--- config.mk ---
export PLATFORM = sky130hd
export DESIGN_NAME = memory_stage
export DESIGN_NICKNAME = d
export VERILOG_FILES = /design/src/rtl/cpu_types_pkg.sv /design/src/rtl/memory_access_fsm.sv /design/src/rtl/memory_stage.sv
export SDC_FILE = /design/constraint.sdc
export NUM_CORES = 1
export LEC_CHECK = 0
export BUFFER_PORTS_ARGS = -buffer_cell sky130_fd_sc_hd__buf_2
export CAP_MARGIN = 20
export CORE_AREA = 2 2 150 152
export DETAILED_ROUTE_END_ITERATION = 16
export DIE_AREA = 0 0 152 154
export HOLD_SLACK_MARGIN = 0.06
export PLACE_DENSITY = 0.7
export SLEW_MARGIN = 10
export SYNTH_ARGS = -nofsm -noshare
export SYNTH_HDL_FRONTEND = slang
export SYNTH_SLANG_ARGS = --single-unit
--- constraint.sdc ---
create_clock -name CLK -period 5.9 [get_ports CLK]
set_clock_uncertainty 0.15 [all_clocks]
set_input_delay 1.18 -clock CLK [delete_from_list [all_inputs] [get_ports CLK]]
set_output_delay 1.18 -clock CLK [all_outputs]
set_load 0.01 [all_outputs]
--- src/rtl/cpu_types_pkg.sv ---
// Shared types and encodings for the MIPS pipeline memory stage.
package cpu_types_pkg;

    localparam int PKG_WORD_W   = 32;
    localparam int PKG_REGSEL_W = 5;

    typedef logic [PKG_WORD_W-1:0]   word_t;
    typedef logic [PKG_REGSEL_W-1:0] regbits_t;

    // memToReg: which value the write-back stage selects for the register file
    localparam logic [1:0] MTR_ALU = 2'd0;
    localparam logic [1:0] MTR_MEM = 2'd1;
    localparam logic [1:0] MTR_LUI = 2'd2;
    localparam logic [1:0] MTR_PC4 = 2'd3;

    // regDest: which instruction field names the destination register
    localparam logic [1:0] RDST_RT = 2'd0;
    localparam logic [1:0] RDST_RD = 2'd1;
    localparam logic [1:0] RDST_RA = 2'd2;

    typedef enum logic [1:0] {
        IDLE   = 2'b00,
        ACCESS = 2'b01,
        DONE   = 2'b10
    } mem_state_t;

    // True when an entry is a real instruction that touches data memory
    function automatic logic is_mem_op(input logic valid, input logic rd, input logic wr);
        return valid & (rd | wr);
    endfunction

endpackage

--- src/rtl/memory_access_fsm.sv ---
// Data-cache access sequencer: holds one request on the bus until dhit,
// then parks in DONE until the pipeline advances. Also owns the load-hold
// register so load data survives a stalled write-back.
module memory_access_fsm
    import cpu_types_pkg::*;
#(
    parameter int WORD_W = PKG_WORD_W
)
(
    input  logic              clk,
    input  logic              rst,
    input  logic              advance,
    input  logic              load_mem,
    input  logic              mem_read,
    input  logic              mem_write,
    input  logic              dhit,
    input  logic [WORD_W-1:0] dmemload_cache,
    output logic              dren,
    output logic              dwen,
    output logic              mem_stall,
    output logic [WORD_W-1:0] dmemload
);

    mem_state_t        state_r;
    mem_state_t        state_next_s;
    logic [WORD_W-1:0] hold_r;
    logic              hit_s;

    // Only a dhit while a request is on the bus completes an access
    assign hit_s = (state_r == ACCESS) & dhit;

    // State register; reset drops any outstanding request immediately
    always_ff @(posedge clk or posedge rst) begin
        if (rst) begin
            state_r <= IDLE;
        end else begin
            state_r <= state_next_s;
        end
    end

    // Next state: an advance always restarts from the incoming entry
    always_comb begin
        state_next_s = state_r;
        if (advance) begin
            if (load_mem) begin
                state_next_s = ACCESS;
            end else begin
                state_next_s = IDLE;
            end
        end else begin
            case (state_r)
                IDLE:    state_next_s = IDLE;
                ACCESS:  state_next_s = dhit ? DONE : ACCESS;
                DONE:    state_next_s = DONE;
                default: state_next_s = IDLE;
            endcase
        end
    end

    // Bus request and stall; a read wins if both control bits are ever set
    always_comb begin
        dren      = 1'b0;
        dwen      = 1'b0;
        mem_stall = 1'b0;
        if (state_r == ACCESS) begin
            dren      = mem_read;
            dwen      = mem_write & ~mem_read;
            mem_stall = ~dhit;
        end else begin
            dren      = 1'b0;
            dwen      = 1'b0;
            mem_stall = 1'b0;
        end
    end

    // Capture load data on the completing dhit; kept through DONE
    always_ff @(posedge clk or posedge rst) begin
        if (rst) begin
            hold_r <= {WORD_W{1'b0}};
        end else if (hit_s) begin
            hold_r <= dmemload_cache;
        end
    end

    // Live data on the hit cycle lets dhit and advance coincide
    assign dmemload = hit_s ? dmemload_cache : hold_r;

endmodule

--- src/rtl/memory_stage.sv ---
// MEM stage of the 5-stage MIPS pipeline: EX/MEM register, data-cache
// request generation, stall/advance control and MEM/WB output fields.
module memory_stage
    import cpu_types_pkg::*;
#(
    parameter int WORD_W   = PKG_WORD_W,
    parameter int REGSEL_W = PKG_REGSEL_W
)
(
    input  logic                CLK,
    input  logic                RST,
    input  logic                ihit,
    input  logic                dhit,
    input  logic [WORD_W-1:0]   dmemload_cache,
    input  logic                flush,
    input  logic                ex_valid,
    input  logic                ex_memRead,
    input  logic                ex_memWrite,
    input  logic [1:0]          ex_regDest,
    input  logic [1:0]          ex_memToReg,
    input  logic                ex_regWr,
    input  logic                ex_halt,
    input  logic [REGSEL_W-1:0] ex_wsel,
    input  logic [WORD_W-1:0]   ex_portO,
    input  logic [WORD_W-1:0]   ex_storeData,
    input  logic [WORD_W-1:0]   ex_luiValue,
    input  logic [WORD_W-1:0]   ex_pc4,
    output logic                dREN,
    output logic                dWEN,
    output logic [WORD_W-1:0]   daddr,
    output logic [WORD_W-1:0]   dstore,
    output logic                mem_stall,
    output logic                advance,
    output logic [1:0]          regDest_out,
    output logic [1:0]          memToReg_out,
    output logic                regWr_out,
    output logic [REGSEL_W-1:0] wsel_out,
    output logic                halt_out,
    output logic [WORD_W-1:0]   dmemload_out,
    output logic [WORD_W-1:0]   portO_out,
    output logic [WORD_W-1:0]   luiValue_out,
    output logic [WORD_W-1:0]   pc4_out
);

    // EX/MEM pipeline register fields
    logic                valid_r;
    logic                mem_read_r;
    logic                mem_write_r;
    logic [1:0]          reg_dest_r;
    logic [1:0]          mem_to_reg_r;
    logic                reg_wr_r;
    logic                halt_r;
    logic [REGSEL_W-1:0] wsel_r;
    logic [WORD_W-1:0]   port_o_r;
    logic [WORD_W-1:0]   store_data_r;
    logic [WORD_W-1:0]   lui_value_r;
    logic [WORD_W-1:0]   pc4_r;
    logic                sticky_halt_r;

    logic in_valid_s;
    logic load_mem_s;
    logic advance_s;
    logic mem_stall_s;

    assign in_valid_s = ex_valid & ~flush;
    assign load_mem_s = is_mem_op(in_valid_s, ex_memRead, ex_memWrite);

    // Once halted the pipeline freezes; nothing advances while in reset
    assign advance_s = ihit & ~mem_stall_s & ~sticky_halt_r & ~RST;

    // EX/MEM register; squashed entries carry no control side effects
    always_ff @(posedge CLK or posedge RST) begin
        if (RST) begin
            valid_r      <= 1'b0;
            mem_read_r   <= 1'b0;
            mem_write_r  <= 1'b0;
            reg_dest_r   <= 2'b00;
            mem_to_reg_r <= 2'b00;
            reg_wr_r     <= 1'b0;
            halt_r       <= 1'b0;
            wsel_r       <= {REGSEL_W{1'b0}};
            port_o_r     <= {WORD_W{1'b0}};
            store_data_r <= {WORD_W{1'b0}};
            lui_value_r  <= {WORD_W{1'b0}};
            pc4_r        <= {WORD_W{1'b0}};
        end else if (advance_s) begin
            valid_r      <= in_valid_s;
            mem_read_r   <= in_valid_s & ex_memRead;
            mem_write_r  <= in_valid_s & ex_memWrite;
            reg_dest_r   <= in_valid_s ? ex_regDest  : 2'b00;
            mem_to_reg_r <= in_valid_s ? ex_memToReg : 2'b00;
            reg_wr_r     <= in_valid_s & ex_regWr;
            halt_r       <= in_valid_s & ex_halt;
            wsel_r       <= ex_wsel;
            port_o_r     <= ex_portO;
            store_data_r <= ex_storeData;
            lui_value_r  <= ex_luiValue;
            pc4_r        <= ex_pc4;
        end
    end

    // Sticky halt: set by a loaded halt, only reset clears it
    always_ff @(posedge CLK or posedge RST) begin
        if (RST) begin
            sticky_halt_r <= 1'b0;
        end else if (advance_s & in_valid_s & ex_halt) begin
            sticky_halt_r <= 1'b1;
        end
    end

    memory_access_fsm #(
        .WORD_W (WORD_W)
    ) u_fsm (
        .clk            (CLK),
        .rst            (RST),
        .advance        (advance_s),
        .load_mem       (load_mem_s),
        .mem_read       (valid_r & mem_read_r),
        .mem_write      (valid_r & mem_write_r),
        .dhit           (dhit),
        .dmemload_cache (dmemload_cache),
        .dren           (dREN),
        .dwen           (dWEN),
        .mem_stall      (mem_stall_s),
        .dmemload       (dmemload_out)
    );

    assign mem_stall    = mem_stall_s;
    assign advance      = advance_s;
    assign daddr        = port_o_r;
    assign dstore       = store_data_r;
    assign regDest_out  = reg_dest_r;
    assign memToReg_out = mem_to_reg_r;
    assign regWr_out    = reg_wr_r;
    assign wsel_out     = wsel_r;
    assign halt_out     = halt_r | sticky_halt_r;
    assign portO_out    = port_o_r;
    assign luiValue_out = lui_value_r;
    assign pc4_out      = pc4_r;

endmodule

; ---- Word-level counts from Yosys, hierarchy flattened
; Cells that the tools add are included.
[op_classes]
eq_ne = 2
muxes = 10
bitwise_logic = 23
[op_table]
columns = op, count
row1 = $mux 32, 1
row2 = $and 1x1->1, 15
row3 = $mux 2, 4
row4 = $not 1->1, 6
row5 = $mux 1, 4
row6 = $pmux 2 s2, 1
row7 = $eq 2x1->1 const B, 1
row8 = $eq 2x2->1 const B, 1
row9 = $or 1x1->1, 2
[word_totals]
reg_bits = 177
in_bits = 179
out_inout_bits = 207
word_cells = 50

; ---- Depth between registers and ports, before layout
; Gate-level depths: netlist (run 1).
[depth]
word_depth = 8
ltp_mapped = 9
ltp_nobuf = 6

; ---- Modules after synthesis
; From an unflattened synthesis (run 1), not the netlist that was laid out.
[hier_totals]
cells_unflattened = 431
hier_area_um2 = 7134.3
[modules_own_cells]
columns = module, n_inst, cells_per_inst, area_per_inst_um2, seq_area_each_um2
row1 = memory_stage, 1, 349, 5693.0, 3578.4
row2 = memory_access_fsm, 1, 82, 1441.4, 850.8

; ---- Least setup slack after synthesis (run 1)
; Ideal clock, no wire load.
[synth_path]
kind = input to output
from = input dhit
to = output dmemload_out[0]
t_arrival_ns = 1.891
required_ns = 4.570
path_slack_ns = 2.679
cell_stages = 3
n_path_buf = 1
cell_sequence = nand2_1 -> buf_2 -> mux2_2
[synth_between]
elab_chain_cells = 2
[synth_rtl]
columns = element, line_no
row1 = start: declaration, memory_stage.sv:13  ; input logic dhit,
row2 = $and 1x1->1, memory_access_fsm.sv:30  ; assign hit_s = (state_r == ACCESS) & dhit;
row3 = $mux 32, memory_access_fsm.sv:86  ; assign dmemload = hit_s ? dmemload_cache : hold_r;
row4 = end: declaration, memory_stage.sv:39  ; output logic [WORD_W-1:0] dmemload_out,
; No other way between the ends.

; ---- Worst setup path in the final report (run 1)
[layout_path]
from = input RST
to = output advance
[layout_between]
elab_chain_cells = 2
[layout_rtl]
columns = element, line_no
row1 = start: declaration, memory_stage.sv:11  ; input logic RST,
row2 = $not 1->1, memory_stage.sv:69  ; assign advance_s = ihit & ~mem_stall_s & ~sticky_halt_r & ~RST;
row3 = $and 1x1->1, memory_stage.sv:69
row4 = end: declaration, memory_stage.sv:33  ; output logic advance,
; No other way between the ends.

==> results of run 1 <==
## through the flow
stage               utilization (%)  setup slack [ns]  instance area (µm²)  power [mW]
floorplan                         -             2.303                 7086       2.593
global placement              41.66             2.055                 9035       3.081
detailed placement            41.66             2.054                 9035       3.117
CTS                           44.33             2.059                 9614       4.266
global route                  44.34             1.973                 9617       4.439
finish                        44.35             2.084                 9619       4.195
## flip-flops by register name, indices dropped and copies added, names as in the netlist
name / count
mem_write_r: 1
luiValue_out: 32
pc4_out: 32
regWr_out: 1
wsel_out: 5
u_fsm.state_r: 2
mem_read_r: 1
regDest_out: 2
daddr: 32
dstore: 32
memToReg_out: 2
valid_r: 1
u_fsm.hold_r: 32
halt_r: 1
sticky_halt_r: 1
## kinds of logic after synthesis
kind of cell | synth area share (%)
buffers and inverters | 6.095
AND/OR/NAND/NOR | 1.149
adder cells (fa/ha/maj) | 0.3533
multiplexers | 29.54
AO/OA/AOI/OAI | 0.3180
flip-flops | 62.54
## cell type report
| class | count | share of cell area [%] |
|---|---|---|
| Inverter | 13 | 0.5463 |
| Sequential cell | 177 | 46.05 |
| Timing Repair Buffer | 389 | 20.47 |
| Antenna cell | 2 | 0.05203 |
| Clock buffer | 19 | 4.501 |
| Clock inverter | 12 | 1.522 |
| Tap cell | 280 | 3.642 |
| Multi-Input combinational cell | 198 | 23.22 |
## metal layers
metal | GRT usage (%) | wire length, µm | up-vias
li1 | - | - | 2182
met1 | 16.56 | 6561 | 2342
met2 | 25.20 | 8709 | 223
met3 | 4.876 | 1317 | 21
met4 | 4.984 | 306 | 0
met5 | 0 | 0 | -
## final timing paths
kind                       slack [ns]          endpoint  depth (start not counted)             start
min in group asynchronous        0.66  luiValue_out[21]                          2               RST
max                              2.08           advance                          5               RST
max reg2reg                      3.24  luiValue_out[31]                          6  u_fsm.state_r[1]
min                              0.34  u_fsm.hold_r[17]                          1  u_fsm.hold_r[17]
min reg2reg                      0.34  u_fsm.hold_r[17]                          1  u_fsm.hold_r[17]
max in group asynchronous        3.70       wsel_out[3]                          3               RST
## cells in the mapped netlist (all sizes together)
cell	number	area share, %
o21bai	1	0.11
nor3	2	0.14
nor2	2	0.11
ha	2	0.35
nor2b	1	0.088
o21ai	2	0.14
inv	13	0.69
mux2i	8	1.1
or2	1	0.088
dfrtp	177	63
a21oi	1	0.071
mux2	166	28
nand2	10	0.53
buf	52	5.4
nand2b	1	0.12
nand3	1	0.071
## cell usage in the layout, fill, tap and decap left out
master,netlist,layout
buf_4,32,3
nor2_1,2,2
ha_1,2,2
buf_12,0,1
nand3_4,0,1
o21bai_1,1,1
nor3_1,2,2
nand2_1,10,10
clkbuf_16,0,17
mux2_2,128,128
buf_2,12,385
inv_1,12,11
nand2b_2,1,1
or2_2,1,1
inv_6,0,6
bufinv_16,0,2
mux2_4,38,38
dfrtp_1,177,177
nor2b_1,1,1
mux2i_1,8,8
clkinv_4,0,3
a21oi_1,1,1
o21ai_0,2,2
clkinvlp_4,0,2
diode_2,0,2
inv_2,1,1
clkbuf_1,0,2
## power by group through the flow
stage          Clock (mW)  Sequential (mW)  Combinational (mW)
2_1_floorplan           0             1.93               0.668
3_3_place_gp            0             1.78                1.30
3_5_place_dp            0             1.79                1.32
4_1_cts              1.16             1.78                1.32
5_1_grt              1.22             1.83                1.39
6_report             1.12             1.78                1.30
## worst max-delay path: cells and delay by family
kind / cells / cell delay, ns
buf+inv: 3 / 0.75
simple gates: 2 / 0.56
==> flow_metrics.py, run 1 <==
metrics = {
    "clocking": {
        "cts_sinks": 177,
        "ctsRootBufferMaster": "clkbuf_16",
        "clk_pin_slew_worst_paths_ns": 0.07,
        "numCtsBuffers": 17,
        "clock_latency_ns": 0.41,
        "htree_levels": 4,
        "cts_max_path_buffers": 2,
        "cts_setup_buffers": 0,
        "cts_hold_buf": 0,
        "cts_tree": "yes",
        "ctsResizeCount": 0,
    },
    "layout": {
        "area_delta_synth_final_pct": 35.83,
        "layout-drive-gt1-share_pct": 72.90,
        "regArea_um2": 4429,
        "finalNetCount": 977,
        "fill_cells": 2039,
        "fin_cells": 1090,
        "multi_input_area_um2": 2233,
    },
    "pwr": {
        "swShare_pct": 30.65,
        "p_seq_share_pct": 42.4,
        "power_density_nw_per_um2": 436.1,
        "p_switching_mw": 1.286,
        "combPwrFrac_pct": 30.9,
        "internal_power_mw": 2.909,
        "peakVddDrop_mv": 0.1744,
        "p_clk_share_pct": 26.7,
        "power_leakage_nw": 4.941,
    },
    "setup_path": {
        "cp-end-kind": "primary output",
        "start_kind": "input pin",
        "worstPathRequired_ns": 4.57,
        "cp_slowest_cell": "inv_2",
        "path_cells": "buf_2 > nor2_1 > nand3_4 > inv_2 > buf_2",
        "critPathMaxStageDelay_ns": 0.42,
        "critPathMaxFanout": 27,
        "crit_type": "input pin to primary output",
        "crit_top_cell": "buf_2",
        "cp.arrival_ns": 2.49,
    },
    "sta": {
        "slew_headroom_pct": 40.83,
        "tightest_slew_ns": 0.8876,
        "timing.fmax_mhz": 262.1,
        "hold_slack_ns": 0.3423,
        "setup_viol": 0,
        "fin_crit_sh_pct": 64.67,
        "rsz0062_at_grt": "no",
        "hold_viol_final": 0,
        "layout_min_cycle_time_ns": 3.816,
        "finalSetupTns_ns": 0,
        "final_max_slew_viol_count": 0,
    },
    "route": {
        "drt-pass1-iter-count": 4,
        "ant_nets": 0,
        "num_vias": 4768,
        "wirelength_mm": 16.90,
        "drcViolationCount": 0,
        "avgViaCountPerCell": 4.374,
        "drt_iter0_drc": 150,
        "avgRoutedWirePerCell_um": 15.50,
    },
    "floorplanning": {
        "io_pins": 386,
        "fp.dieW_um": 152,
        "dieArea_um2": 23410,
        "rows": 54,
        "die_y_um": 154,
        "initial_core_util_pct": 32.65,
        "core_area_um2": 21690,
    },
    "place": {
        "placed_cells": 1057,
        "place_congestion": 0.7711,
        "port_buffers": 385,
        "dpl.hpwl_mm": 12.47,
    },
    "global_routing": {
        "grt_overflow": 0,
        "grtUsageTotal_pct": 14.42,
        "grt_max_degree": 159,
        "antenna_found_initial": 2,
        "grt_pass1_vias": 5070,
        "grt_pass1_wl_mm": 26.85,
    },
    "run": {
        "drv_cap": 0,
    },
    "logic_synthesis": {
        "syn_nets": 621,
        "syn_area_um2": 7082,
        "yosysUniqueCellTypes": 21,
        "syn_avg_cell_area_um2": 16.09,
        "ys_warn_count": 0,
        "ys_seq_area_share_pct": 62.54,
        "postSynthCellCount": 440,
        "synth_seq_cells": 177,
    },
    "hold_path": {
        "min_path_type": "flip-flop to flip-flop",
    },
    "status": {
        "status": "completed",
    },
}
No activity file was read; power rests on OpenSTA's default activity.
==> run 2, diff against run 1 <==
- clock period: 5.9 -> 3.1 ns (I/O delays scaled with it)
==> run 2 against run 1 <==
Effect of this change: worst setup slack worse by 1.8 ns; sequential power is 90% higher; first-iteration DRC count is 25% higher; register-to-register slack worse by 2.3 ns; flip-flop and latch count stayed put; clock-buffer cell count is 1 lower; non-clock buffer count is 4 higher; critical path depth stayed put; core utilization is 0.23 points higher; via count is 1.1% lower; largest cell class unchanged; highest routed layer unchanged.
==> flow_metrics.py, run 2 (same netlist as run 1, synthesis figures left out) <==
metrics = {
    "sta": {
        "slew_headroom_pct": 50.82,
        "hold_viol_final": 0,
        "finalSetupTns_ns": 0,
        "tightest_slew_ns": 0.7362,
        "layout_min_cycle_time_ns": 2.834,
        "timing.fmax_mhz": 352.9,
        "fin_crit_sh_pct": 91.40,
        "rsz0062_at_grt": "no",
        "setup_viol": 0,
        "setup_ws_ns": 0.2665,
        "final_max_slew_viol_count": 0,
    },
    "hold_path": {
        "min_path_type": "input pin to asynchronous set/reset pin",
    },
    "pwr": {
        "power_leakage_nw": 4.977,
        "peakVddDrop_mv": 0.3269,
        "power_density_nw_per_um2": 821.5,
    },
    "global_routing": {
        "grt_overflow": 0,
        "grt_max_degree": 84,
        "use_met3_pct": 4.453,
        "gr-usage-met1_pct": 16.63,
        "grt_pass1_wl_mm": 26.61,
        "busiest_layer": "met2",
        "grt_pass1_vias": 4991,
        "antenna_found_initial": 2,
        "grtUsageTotal_pct": 14.27,
        "gr-usage-met2_pct": 24.71,
    },
    "setup_path": {
        "rr_startpoint": "u_fsm.state_r[1]",
        "startpoint": "u_fsm.state_r[0]",
        "start_kind": "flip-flop",
        "crit_type": "flip-flop to primary output",
        "worstPathRequired_ns": 2.33,
        "cp-end-kind": "primary output",
        "critPathMaxFanout": 32,
        "cp.arrival_ns": 2.06,
    },
    "route": {
        "drcViolationCount": 0,
        "wirelength_mm": 17.11,
        "drt_iter0_drc": 187,
        "avgRoutedWirePerCell_um": 15.62,
        "ant_nets": 0,
        "avgViaCountPerCell": 4.305,
        "num_vias": 4714,
        "drt-pass1-iter-count": 4,
    },
    "place": {
        "placed_cells": 1061,
        "dpl.hpwl_mm": 12.66,
        "pre_cts_slack_ns": 0.6225,
        "port_buffers": 385,
        "place_congestion": 0.7606,
    },
    "clocking": {
        "numCtsBuffers": 17,
        "ctsResizeCount": 0,
        "cts_tree": "yes",
        "clock_latency_ns": 0.41,
        "htree_levels": 4,
        "clk_pin_slew_worst_paths_ns": 0.07,
        "cts_hold_buf": 0,
        "ctsRootBufferMaster": "clkbuf_16",
        "cts_setup_buffers": 0,
        "cts_max_path_buffers": 2,
        "cts_sinks": 177,
    },
    "layout": {
        "layout-drive-gt1-share_pct": 73.31,
        "finalNetCount": 981,
        "final_common_cell": "buf_2",
        "layout_common_cells": "buf_2, dfrtp_1, mux2_2, mux2_4, clkbuf_16",
        "fin_cells": 1095,
        "area_delta_synth_final_pct": 36.54,
    },
    "floorplanning": {
        "core_area_um2": 21690,
        "initial_core_util_pct": 32.65,
        "die_y_um": 154,
        "io_pins": 386,
        "dieArea_um2": 23410,
        "fp.dieW_um": 152,
        "rows": 54,
    },
    "status": {
        "status": "completed",
    },
    "run": {
        "drv_cap": 0,
    },
}
run 2: cell types whose count changed in the layout (fill, tap and decap cells not counted):
cell,before,now
buf_12,1,3
buf_4,3,5
bufinv_16,2,0
clkbuf_1,2,0
clkinv_2,0,2
clkinv_4,3,1
clkinv_8,0,2
inv_8,0,2
clkbuf_8,0,1
clkinvlp_4,2,1
inv_6,6,7
run 2: metrics by stage:
stage / hold slack (ns) / total power [mW] / utilization, % / instance area [µm²]
after floorplan: 0.3087 / 4.935 / - / 7086
after global placement: 0.3268 / 5.869 / 41.91 / 9090
after detailed placement: 0.3297 / 5.935 / 41.91 / 9090
after CTS: 0.1022 / 8.082 / 44.56 / 9664
after global routing: 0.1270 / 8.400 / 44.57 / 9667
final: 0.1120 / 7.943 / 44.58 / 9669
run 2: metal layers:
| metal | part of all wire (%) | vias to the layer above |
|---|---|---|
| met5 | 0 | - |
| met2 | 51 | 221 |
| met4 | 2.2 | 0 |
| li1 | - | 2193 |
| met1 | 40 | 2277 |
| met3 | 6.8 | 23 |
run 2: final cells by class:
class / count / area (µm²)
clock inverter: 14 / 135.1
fill: 2012 / 12020
timing repair buffer: 393 / 2024
antenna: 2 / 5.005
clock buffer: 18 / 439.2
multi-input combinational: 198 / 2233
tap: 280 / 350.3
sequential: 177 / 4429
inverter: 13 / 52.55
run 2: critical path: stages, from the launching register on:
cell,delay [ns]
dfrtp_1,0.39
ha_1,0.25
nand2_1,0.08
buf_4,0.37
mux2_2,0.40
buf_2,0.14
run 2: worst paths after layout:
check                      depth (start not counted)  slack [ns]                to
min reg2reg                                        1        0.34     sticky_halt_r
min                                                2        0.11   u_fsm.hold_r[0]
min in group CLK                                   2        0.28        dstore[12]
max                                                5        0.27  dmemload_out[14]
max reg2reg                                        6        0.94         daddr[18]
max in group asynchronous                          4        1.84        dstore[25]
run 2: where the power goes:
part | internal [mW] | switching, mW | leakage (nW)
combinational | 1.31 | 1.17 | 2.59
sequential | 3.03 | 0.350 | 2.10
clock | 1.09 | 0.997 | 0.286
total | 5.43 | 2.51 | 4.98
==> run 3, diff against run 2 <==
--- a/constraint.sdc
+++ b/constraint.sdc
@@ -4,2 +4,2 @@
 set_output_delay 0.62 -clock CLK [all_outputs]
-set_load 0.01 [all_outputs]
+set_load 0.005 [all_outputs]
==> run 3 against run 2 <==
Effect of this change: non-clock buffer count decreased by 3; via count is 0.17% higher; clock-buffer cell count unchanged; critical endpoint is now dmemload_out[7].
==> flow_metrics.py, run 3 (same netlist as run 1, synthesis figures left out) <==
metrics = {
    "sta": {
        "hold_viol_final": 0,
        "rsz0062_at_grt": "no",
        "final_max_slew_viol_count": 0,
        "slew_headroom_pct": 49.61,
        "tightest_slew_ns": 0.7543,
        "setup_viol": 0,
        "timing.fmax_mhz": 352.8,
        "finalSetupTns_ns": 0,
        "fin_crit_sh_pct": 91.44,
        "layout_min_cycle_time_ns": 2.835,
    },
    "setup_path": {
        "start_kind": "flip-flop",
        "critPathMaxFanout": 32,
        "cp-end-kind": "primary output",
        "crit_type": "flip-flop to primary output",
        "worstPathRequired_ns": 2.33,
        "cp.arrival_ns": 2.06,
        "path_cells": "ha_1 > nand2_1 > buf_4 > mux2_2 > buf_2",
        "cp_slowest_cell": "mux2_2",
        "critPathMaxStageDelay_ns": 0.40,
    },
    "global_routing": {
        "grt_overflow": 0,
        "grt_max_degree": 102,
        "grt_pass1_vias": 4899,
        "antenna_found_initial": 1,
        "grtUsageTotal_pct": 14.04,
        "gr-usage-met1_pct": 16.24,
        "busiest_layer": "met2",
        "gr-usage-met2_pct": 23.81,
        "use_met3_pct": 4.904,
        "grt_pass1_wl_mm": 26.10,
    },
    "clocking": {
        "clock_latency_ns": 0.42,
        "cts_setup_buffers": 0,
        "cts_max_path_buffers": 2,
        "clk_pin_slew_worst_paths_ns": 0.07,
        "ctsResizeCount": 0,
        "ctsRootBufferMaster": "clkbuf_16",
        "cts_hold_buf": 0,
        "cts_tree": "yes",
        "cts_sinks": 177,
        "numCtsBuffers": 17,
        "htree_levels": 4,
    },
    "floorplanning": {
        "dieArea_um2": 23410,
        "initial_core_util_pct": 32.65,
        "io_pins": 386,
        "rows": 54,
        "core_area_um2": 21690,
        "fp.dieW_um": 152,
        "die_y_um": 154,
    },
    "status": {
        "status": "completed",
    },
    "route": {
        "drt-pass1-iter-count": 4,
        "ant_nets": 0,
        "drt_iter0_drc": 184,
        "drcViolationCount": 0,
        "avgViaCountPerCell": 4.324,
        "num_vias": 4722,
        "avgRoutedWirePerCell_um": 15.27,
        "wirelength_mm": 16.67,
    },
    "layout": {
        "multi_input_area_um2": 2233,
        "fill_cells": 1994,
        "fin_area_um2": 9659,
        "layout-drive-gt1-share_pct": 73.21,
        "final_common_cell": "buf_2",
        "finalNetCount": 978,
        "area_delta_synth_final_pct": 36.40,
        "regArea_um2": 4429,
        "fin_cells": 1092,
        "layout_common_cells": "buf_2, dfrtp_1, mux2_2, mux2_4, clkbuf_16",
    },
    "pwr": {
        "power_density_nw_per_um2": 785.1,
        "power_leakage_nw": 4.969,
        "swShare_pct": 28.62,
        "peakVddDrop_mv": 0.3391,
        "finalPower_mw": 7.583,
        "internal_power_mw": 5.413,
        "p_clk_share_pct": 27.4,
        "combPwrFrac_pct": 28.0,
        "p_seq_share_pct": 44.5,
        "p_switching_mw": 2.170,
    },
    "place": {
        "place_congestion": 0.7448,
        "port_buffers": 385,
        "placed_cells": 1058,
        "placed_cell_area_um2": 9080,
        "dpl.hpwl_mm": 12.38,
    },
    "run": {
        "drv_cap": 0,
    },
    "hold_path": {
        "min_path_type": "input pin to asynchronous set/reset pin",
    },
}
## run 3: cell types whose count changed in the layout (fill, tap and decap cells not counted), sizes merged
cell,change
buf,-3
## run 3: final cells by class
class	count	area share [%]
clock inverters	14	1.399
multi-input cells	198	23.12
flip-flops and latches	177	45.85
inverters	13	0.5440
diodes	2	0.05181
well taps	280	3.627
repair buffers	390	20.85
clock buffers	18	4.547
## run 3: power by group through the flow
| stage | Clock (mW) | Sequential, mW | Combinational [mW] |
|---|---|---|---|
| final | 2.08 | 3.38 | 2.13 |
| after global routing | 2.26 | 3.47 | 2.31 |
| after CTS | 2.16 | 3.38 | 2.17 |
| after detailed placement | 0 | 3.42 | 2.17 |
| after global placement | 0 | 3.39 | 2.13 |
| after floorplan | 0 | 3.44 | 1.15 |
## run 3: path summary, 6_finish.rpt
| path | startpoint | endpoint | slack (ns) | cells after the start |
|---|---|---|---|---|
| min reg2reg | u_fsm.hold_r[13] | u_fsm.hold_r[13] | 0.34 | 1 |
| min in group CLK | ex_luiValue[28] | luiValue_out[28] | 0.27 | 2 |
| min | RST | halt_r | 0.20 | 3 |
| max | u_fsm.state_r[0] | dmemload_out[7] | 0.27 | 5 |
| max in group asynchronous | RST | pc4_out[25] | 2.10 | 3 |
| max reg2reg | u_fsm.state_r[1] | pc4_out[9] | 1.06 | 6 |
## run 3: critical path, delay by kind of cell, from the launching register on
family / cells / cell delay [ns]
buffers and inverters: 2 / 0.50
DFF: 1 / 0.39
and+or+nand+nor: 1 / 0.08
muxes: 1 / 0.40
adders and majority gates: 1 / 0.26
## run 3: metrics by stage
| step | worst slack [ns] | hold WS, ns | utilization (%) |
|---|---|---|---|
| floorplan | 0.06337 | 0.3087 | - |
| global placement | 0.6447 | 0.3269 | 41.87 |
| detailed placement | 0.6292 | 0.3280 | 41.87 |
| CTS | 0.2346 | 0.2111 | 44.51 |
| global route | 0.1513 | 0.2186 | 44.53 |
| finish | 0.2652 | 0.1963 | 44.54 |
## run 3: per-layer routing
metal  up-vias  share of wire [%]
met5         -                  0
met1      2281                 40
li1       2185                  -
met3        30                7.4
met4         0                2.3
met2       226                 50
